**src/rtl/quad_enc_pkg.sv**
```systemverilog
// Shared types and helpers for the quadrature encoder emulator: phase encoding and defaults.
// The optional index/revolution logic in the top is enabled by defining QENC_INDEX_EN.
package quad_enc_pkg;

    localparam int unsigned EDGES_PER_REV_DEFAULT = 64;

    typedef enum logic [1:0] {
        S0,
        S1,
        S2,
        S3
    } phase_e;

    // Returns {A, B} for a phase.
    function automatic logic [1:0] phase_ab(input phase_e p);
        logic [1:0] ab;
        unique case (p)
            S0:      ab = 2'b00;
            S1:      ab = 2'b10;
            S2:      ab = 2'b11;
            S3:      ab = 2'b01;
            default: ab = 2'b00;
        endcase
        return ab;
    endfunction

    function automatic phase_e next_phase(input phase_e p, input logic fwd);
        phase_e n;
        unique case (p)
            S0:      n = fwd ? S1 : S3;
            S1:      n = fwd ? S2 : S0;
            S2:      n = fwd ? S3 : S1;
            S3:      n = fwd ? S0 : S2;
            default: n = S0;
        endcase
        return n;
    endfunction

endpackage

```
**src/rtl/qenc_tick_gen.sv**
```systemverilog
// Edge-rate divider: counts enabled clocks and emits a one-cycle tick every period_s clocks.
// period_s is re-sampled on a tick, on the rising edge of en, and whenever it is zero.
module qenc_tick_gen (
    input  logic       clk_i,
    input  logic       rst_ni,
    input  logic       en_i,
    input  logic [7:0] period_i,
    output logic       tick_o
);

    logic       en_q, en_d;
    logic [7:0] period_s_q, period_s_d;
    logic [7:0] div_q, div_d;
    logic       en_rise;
    logic       halted;

    assign en_rise = en_i & ~en_q;
    assign halted  = (period_s_q == 8'd0);

    // The enabling edge only arms the divider, so the first edge lands P clocks later.
    assign tick_o = en_i && !en_rise && !halted && (div_q == period_s_q - 8'd1);

    always_comb begin
        en_d       = en_i;
        period_s_d = period_s_q;
        div_d      = div_q;
        if (en_rise || tick_o || halted) begin
            period_s_d = period_i;
        end
        if (!en_i || halted || en_rise || tick_o) begin
            div_d = 8'd0;
        end else begin
            div_d = div_q + 8'd1;
        end
    end

    always_ff @(posedge clk_i or negedge rst_ni) begin
        if (!rst_ni) begin
            en_q       <= 1'b0;
            period_s_q <= 8'd0;
            div_q      <= 8'd0;
        end else begin
            en_q       <= en_d;
            period_s_q <= period_s_d;
            div_q      <= div_d;
        end
    end

endmodule

```
**src/rtl/quad_enc_emulator.sv**
```systemverilog
// Quadrature encoder emulator: generates A/B, step, position and (with QENC_INDEX_EN) an
// once-per-revolution index pulse at a programmable edge rate.
module quad_enc_emulator
    import quad_enc_pkg::*;
#(
    parameter int unsigned EDGES_PER_REV = EDGES_PER_REV_DEFAULT
) (
    input  logic        clk,
    input  logic        rst_n,
    input  logic        en,
    input  logic [7:0]  period,
    input  logic        dir,
    output logic        enca,
    output logic        encb,
    output logic        step,
    output logic        idx,
    output logic [15:0] pos
);

    localparam logic [7:0] RevMax = 8'(EDGES_PER_REV - 1);

    logic tick;

    qenc_tick_gen u_tick_gen (
        .clk_i   (clk),
        .rst_ni  (rst_n),
        .en_i    (en),
        .period_i(period),
        .tick_o  (tick)
    );

    phase_e      phase_q, phase_d;
    logic        enca_q, encb_q, step_q;
    logic [15:0] pos_q, pos_d;
    logic [1:0]  ab_d;

    always_comb begin
        phase_d = phase_q;
        pos_d   = pos_q;
        if (tick) begin
            phase_d = next_phase(phase_q, dir);
            pos_d   = dir ? pos_q + 16'd1 : pos_q - 16'd1;
        end
        ab_d = phase_ab(phase_d);
    end

    always_ff @(posedge clk or negedge rst_n) begin
        if (!rst_n) begin
            phase_q <= S0;
            enca_q  <= 1'b0;
            encb_q  <= 1'b0;
            step_q  <= 1'b0;
            pos_q   <= 16'd0;
        end else begin
            phase_q <= phase_d;
            enca_q  <= ab_d[1];
            encb_q  <= ab_d[0];
            step_q  <= tick;
            pos_q   <= pos_d;
        end
    end

    assign enca = enca_q;
    assign encb = encb_q;
    assign step = step_q;
    assign pos  = pos_q;

`ifdef QENC_INDEX_EN
    logic [7:0] rev_q, rev_d;
    logic       idx_q, idx_d;

    // Index marks the 0 / EDGES_PER_REV-1 boundary, so crossing it either way pulses idx.
    always_comb begin
        rev_d = rev_q;
        idx_d = 1'b0;
        if (tick) begin
            if (dir) begin
                if (rev_q == RevMax) begin
                    rev_d = 8'd0;
                    idx_d = 1'b1;
                end else begin
                    rev_d = rev_q + 8'd1;
                end
            end else begin
                if (rev_q == 8'd0) begin
                    rev_d = RevMax;
                    idx_d = 1'b1;
                end else begin
                    rev_d = rev_q - 8'd1;
                end
            end
        end
    end

    always_ff @(posedge clk or negedge rst_n) begin
        if (!rst_n) begin
            rev_q <= 8'd0;
            idx_q <= 1'b0;
        end else begin
            rev_q <= rev_d;
            idx_q <= idx_d;
        end
    end

    assign idx = idx_q;
`else
    logic [7:0] unused_rev_max;
    assign unused_rev_max = RevMax;
    assign idx            = 1'b0;
`endif

endmodule

```
**config.mk**
```make
export PLATFORM = sky130hd
export DESIGN_NAME = quad_enc_emulator
export DESIGN_NICKNAME = d
export VERILOG_FILES = /design/src/rtl/quad_enc_pkg.sv /design/src/rtl/qenc_tick_gen.sv /design/src/rtl/quad_enc_emulator.sv
export SDC_FILE = /design/constraint.sdc
export NUM_CORES = 1
export LEC_CHECK = 0
export BUFFER_PORTS_ARGS = -buffer_cell sky130_fd_sc_hd__buf_2
export CAP_MARGIN = 40
export CORE_MARGIN = 1
export CORE_UTILIZATION = 29
export CTS_CLUSTER_DIAMETER = 30
export DETAILED_ROUTE_END_ITERATION = 10
export GPL_ROUTABILITY_DRIVEN = 0
export PLACE_DENSITY = 0.5
export SETUP_SLACK_MARGIN = 0.02
export SLEW_MARGIN = 0
export SYNTH_ARGS = -nofsm -noshare
export SYNTH_HDL_FRONTEND = slang
export SYNTH_SLANG_ARGS = --single-unit
```
**constraint.sdc**
```tcl
create_clock -name clk -period 7.3 [get_ports clk]
set_clock_uncertainty 0.05 [all_clocks]
set_input_delay 1.46 -clock clk [delete_from_list [all_inputs] [get_ports clk]]
set_output_delay 1.46 -clock clk [all_outputs]
set_load 0.01 [all_outputs]
```
==> impl_metrics.csv <==
group,metric,value,unit
outcome,outcome,"finished clean",
critical_path,cp-end-kind,"flip-flop",
grt,grt_pass1_wl,8940,µm
critical_path,crit_top_cell,"o211ai_1",
yosys,synth_top_area_share,37.3,%
yosys,synth_top_cells_by_area,"dfrtp_1 37%, ha_1 9.3%, xnor2_1 7.2%, mux2_2 5.3%, a21oi_1 4.1%",
yosys,synthCells,242,
final_layout,postLayoutCellArea,0.00288,mm²
grt,grt_use_total,12.6,%
clock_network,ctsResizeCount,0,
yosys,synth_edf_count,0,
yosys,synth_cell_types,50,
critical_path,cpLargestDelayFamily,"compound AO/OA/AOI/OAI gates",
yosys,ys_seq_area_share,37.3,%
drt,initialDrtViolationCount,62,
timing,tightest_slew,0.744,ns
grt,grt-ovfl-total,0,
pwr,swShare,33.6,%
critical_path,reg2reg_from,"u_tick_gen.period_s_q[0]",
pwr,p_leak,0.00141,µW
clock_network,clk_latency,0.29,ns
die,die_width,95.8,µm
die,core_area,0.00838,mm²
critical_path,crit_slowest_cell,"inv_1",
yosys,async_flop_share,100,%
worst_hold_path,min_from,"pos[15]",
timing,slew_headroom,50.2,%
final_layout,fin_nets,306,
clock_network,root_buffer,"clkbuf_8",
yosys,syn_area,0.00255,mm²
clock_network,cts_buffers,5,
die,io_pins,32,
pwr,power_frac_comb,30.9,%
final_layout,diodes,0,
pwr,internal_power,381,µW
grt,grt_max_degree,31,
critical_path,max_stage_delay,0.45,ns
critical_path,cp_num_buf_inv,2,
drt,wl,5330,µm
clock_network,h-tree-depth,2,
critical_path,crit_start,"dir",
clock_network,cts_tree,"built",
drt,vias,1907,
final_layout,drive_gt1_share,24.1,%
critical_path,cp.required,7.43,ns
timing,hold_viol_final,0,
timing,drv_slew,0,
timing,max_freq,269,MHz
die,die_h,95.8,µm
timing,layout_min_cycle_time,3.72,ns
timing,rsz0062_at_grt,"false",
final_layout,multiInputGateArea,0.00150,mm²
placement,place_area,0.00280,mm²
drt,drc,0,
grt,antenna_found_initial,0,
yosys,syn_avg_cell_area,10.5,µm²
timing,period_share,51.0,%
die,fp-row-count,33,
final_layout,area_growth,13.0,%
critical_path,worstPathArrival,3.85,ns
critical_path,crit_type,"primary input to flip-flop",
clock_network,holdBufCountCts,0,
timing,fin_setup_tns,0,ns
pwr,p_sw,193,µW
final_layout,seqCellArea,951,µm²
grt,grt_pass1_vias,1876,
drt,antenna_left,0,
drt,dr.pass1.iters,4,
placement,place_hpwl,3910,µm
clock_network,post-cts-setup-buffers,0,
pwr,pwr-share-clk,24.3,%
pwr,irDropWorstVdd,0.0000649,V
yosys,yosys_warnings,0,
critical_path,worstSetupStartpointType,"primary input",
critical_path,path_cells,"buf_2 -> inv_1 -> ha_1 -> a21oi_1 -> o211ai_1 -> a22oi_1 -> mux2i_1 -> o211ai_1 -> xnor2_1",
yosys,synth_ff_type,"dfrtp_1",
timing,setup_viol,0,
drt,via_per_inst,5.03,
worst_hold_path,hp-class,"flip-flop to flip-flop",
die,dieArea,0.00918,mm²
drt,wl_per_cell,14.1,µm
pwr,seq_power_share,44.8,%
yosys,synth-seq-cells,38,
clock_network,clockBufferDepth,2,
critical_path,path_max_fanout,16,
final_layout,fill_cells,867,
job,maxCapViolations,0,
placement,portBuffers,30,
die,start_util,30.4,%
yosys,syn_nets,274,
clock_network,clock-sinks,38,
clock_network,clkTransAtPathRegs,0.08,ns
yosys,yosysTopAreaCell,"dfrtp_1",
pwr,power_density,199,mW/mm²
[flip-flops by register name (all words and copies together) (netlist names)]
name	cells
pos	16
u_tick_gen.div_q	8
u_tick_gen.period_s_q	8
phase_q	2
enca	1
encb	1
step	1
u_tick_gen.en_q	1
[cells in the mapped netlist (all sizes together), types with 3 or more instances]
cell type and instances:
nand2 6, inv 13, ha 19, nand3b 3, nor2 7, dfrtp 38
buf 4, xor2 11, or2 3, and3 5, xnor2 21, a22oi 3
o21ai 7, nor4 8, a21oi 22, o21bai 3, a31oi 3, nor3 3
a21o 5, mux2 18, o211ai 5, nand3 9
[area by class of cell]
cell class	count	area share, %
tap	105	4.56
inverter	13	1.78
multi-input combinational	185	52.0
clock inverter	2	0.347
timing repair buffer	31	5.90
sequential	38	33.0
clock buffer	5	2.39
[cell usage in the layout (no fill, tap or decap), drive strengths merged, types with 3 or more instances in the layout]
cell,synthesis,layout
nand2,6,6
or2,3,3
nor3,3,3
a22oi,3,3
nor2,7,7
buf,4,31
o21ai,7,7
nand3b,3,3
inv,13,13
xnor2,21,21
mux2,18,18
o211ai,5,5
o21bai,3,3
a31oi,3,3
xor2,11,11
and3,5,5
dfrtp,38,38
nor4,8,8
a21o,5,5
clkbuf,2,5
nand3,9,9
ha,19,19
a21oi,22,22
[cells by family (layout without fill, tap and decap cells)]
logic type | Yosys count | in the layout | synth area share, %
flip-flops | 38 | 38 | 37.3
buffers and inverters | 19 | 51 | 3.92
multiplexers | 20 | 20 | 9.61
AO/OA/AOI/OAI | 57 | 57 | 15.1
other | 1 | 1 | 0.147
XOR/XNOR | 32 | 32 | 11.0
adder cells (fa/ha/maj) | 20 | 20 | 10.1
AND/OR/NAND/NOR | 55 | 55 | 12.8
[worst paths after layout]
kind,endpoint,slack [ns],cells past startpoint
hold / removal,pos[15],0.45,1
min in group asynchronous,pos[7],0.97,1
setup reg to reg,encb,4.26,11
hold reg to reg,pos[15],0.45,1
max in group asynchronous,u_tick_gen.period_s_q[7],5.81,2
setup / recovery,pos[15],3.58,9
[power groups by stage]
stage	sequential, µW	combinational, µW	clock, µW
4_1_cts	258	179	145
3_3_place_gp	262	176	0
3_5_place_dp	262	177	0
2_1_floorplan	262	126	0
5_1_grt	261	197	157
6_report	257	177	140
[metal layers]
layer,share of wire (%),vias up,global-route usage [%]
li1,-,946,-
met5,0,-,0
met4,1.2,0,3.98
met3,2.9,7,3.16
met2,48,30,21.4
met1,48,924,15.7
[stage by stage]
stage	instances	hold slack (ns)	utilization [%]	total power (µW)	worst slack, ns
final	379	0.447	34.4	574	3.58
after global routing	379	0.481	34.4	615	3.40
after CTS	379	0.460	34.4	582	3.60
after detailed placement	372	0.449	33.5	439	3.33
after global placement	371	0.438	33.2	438	3.38
after floorplan	242	0.423	-	388	3.86
Power figures use the tool's default switching activity.
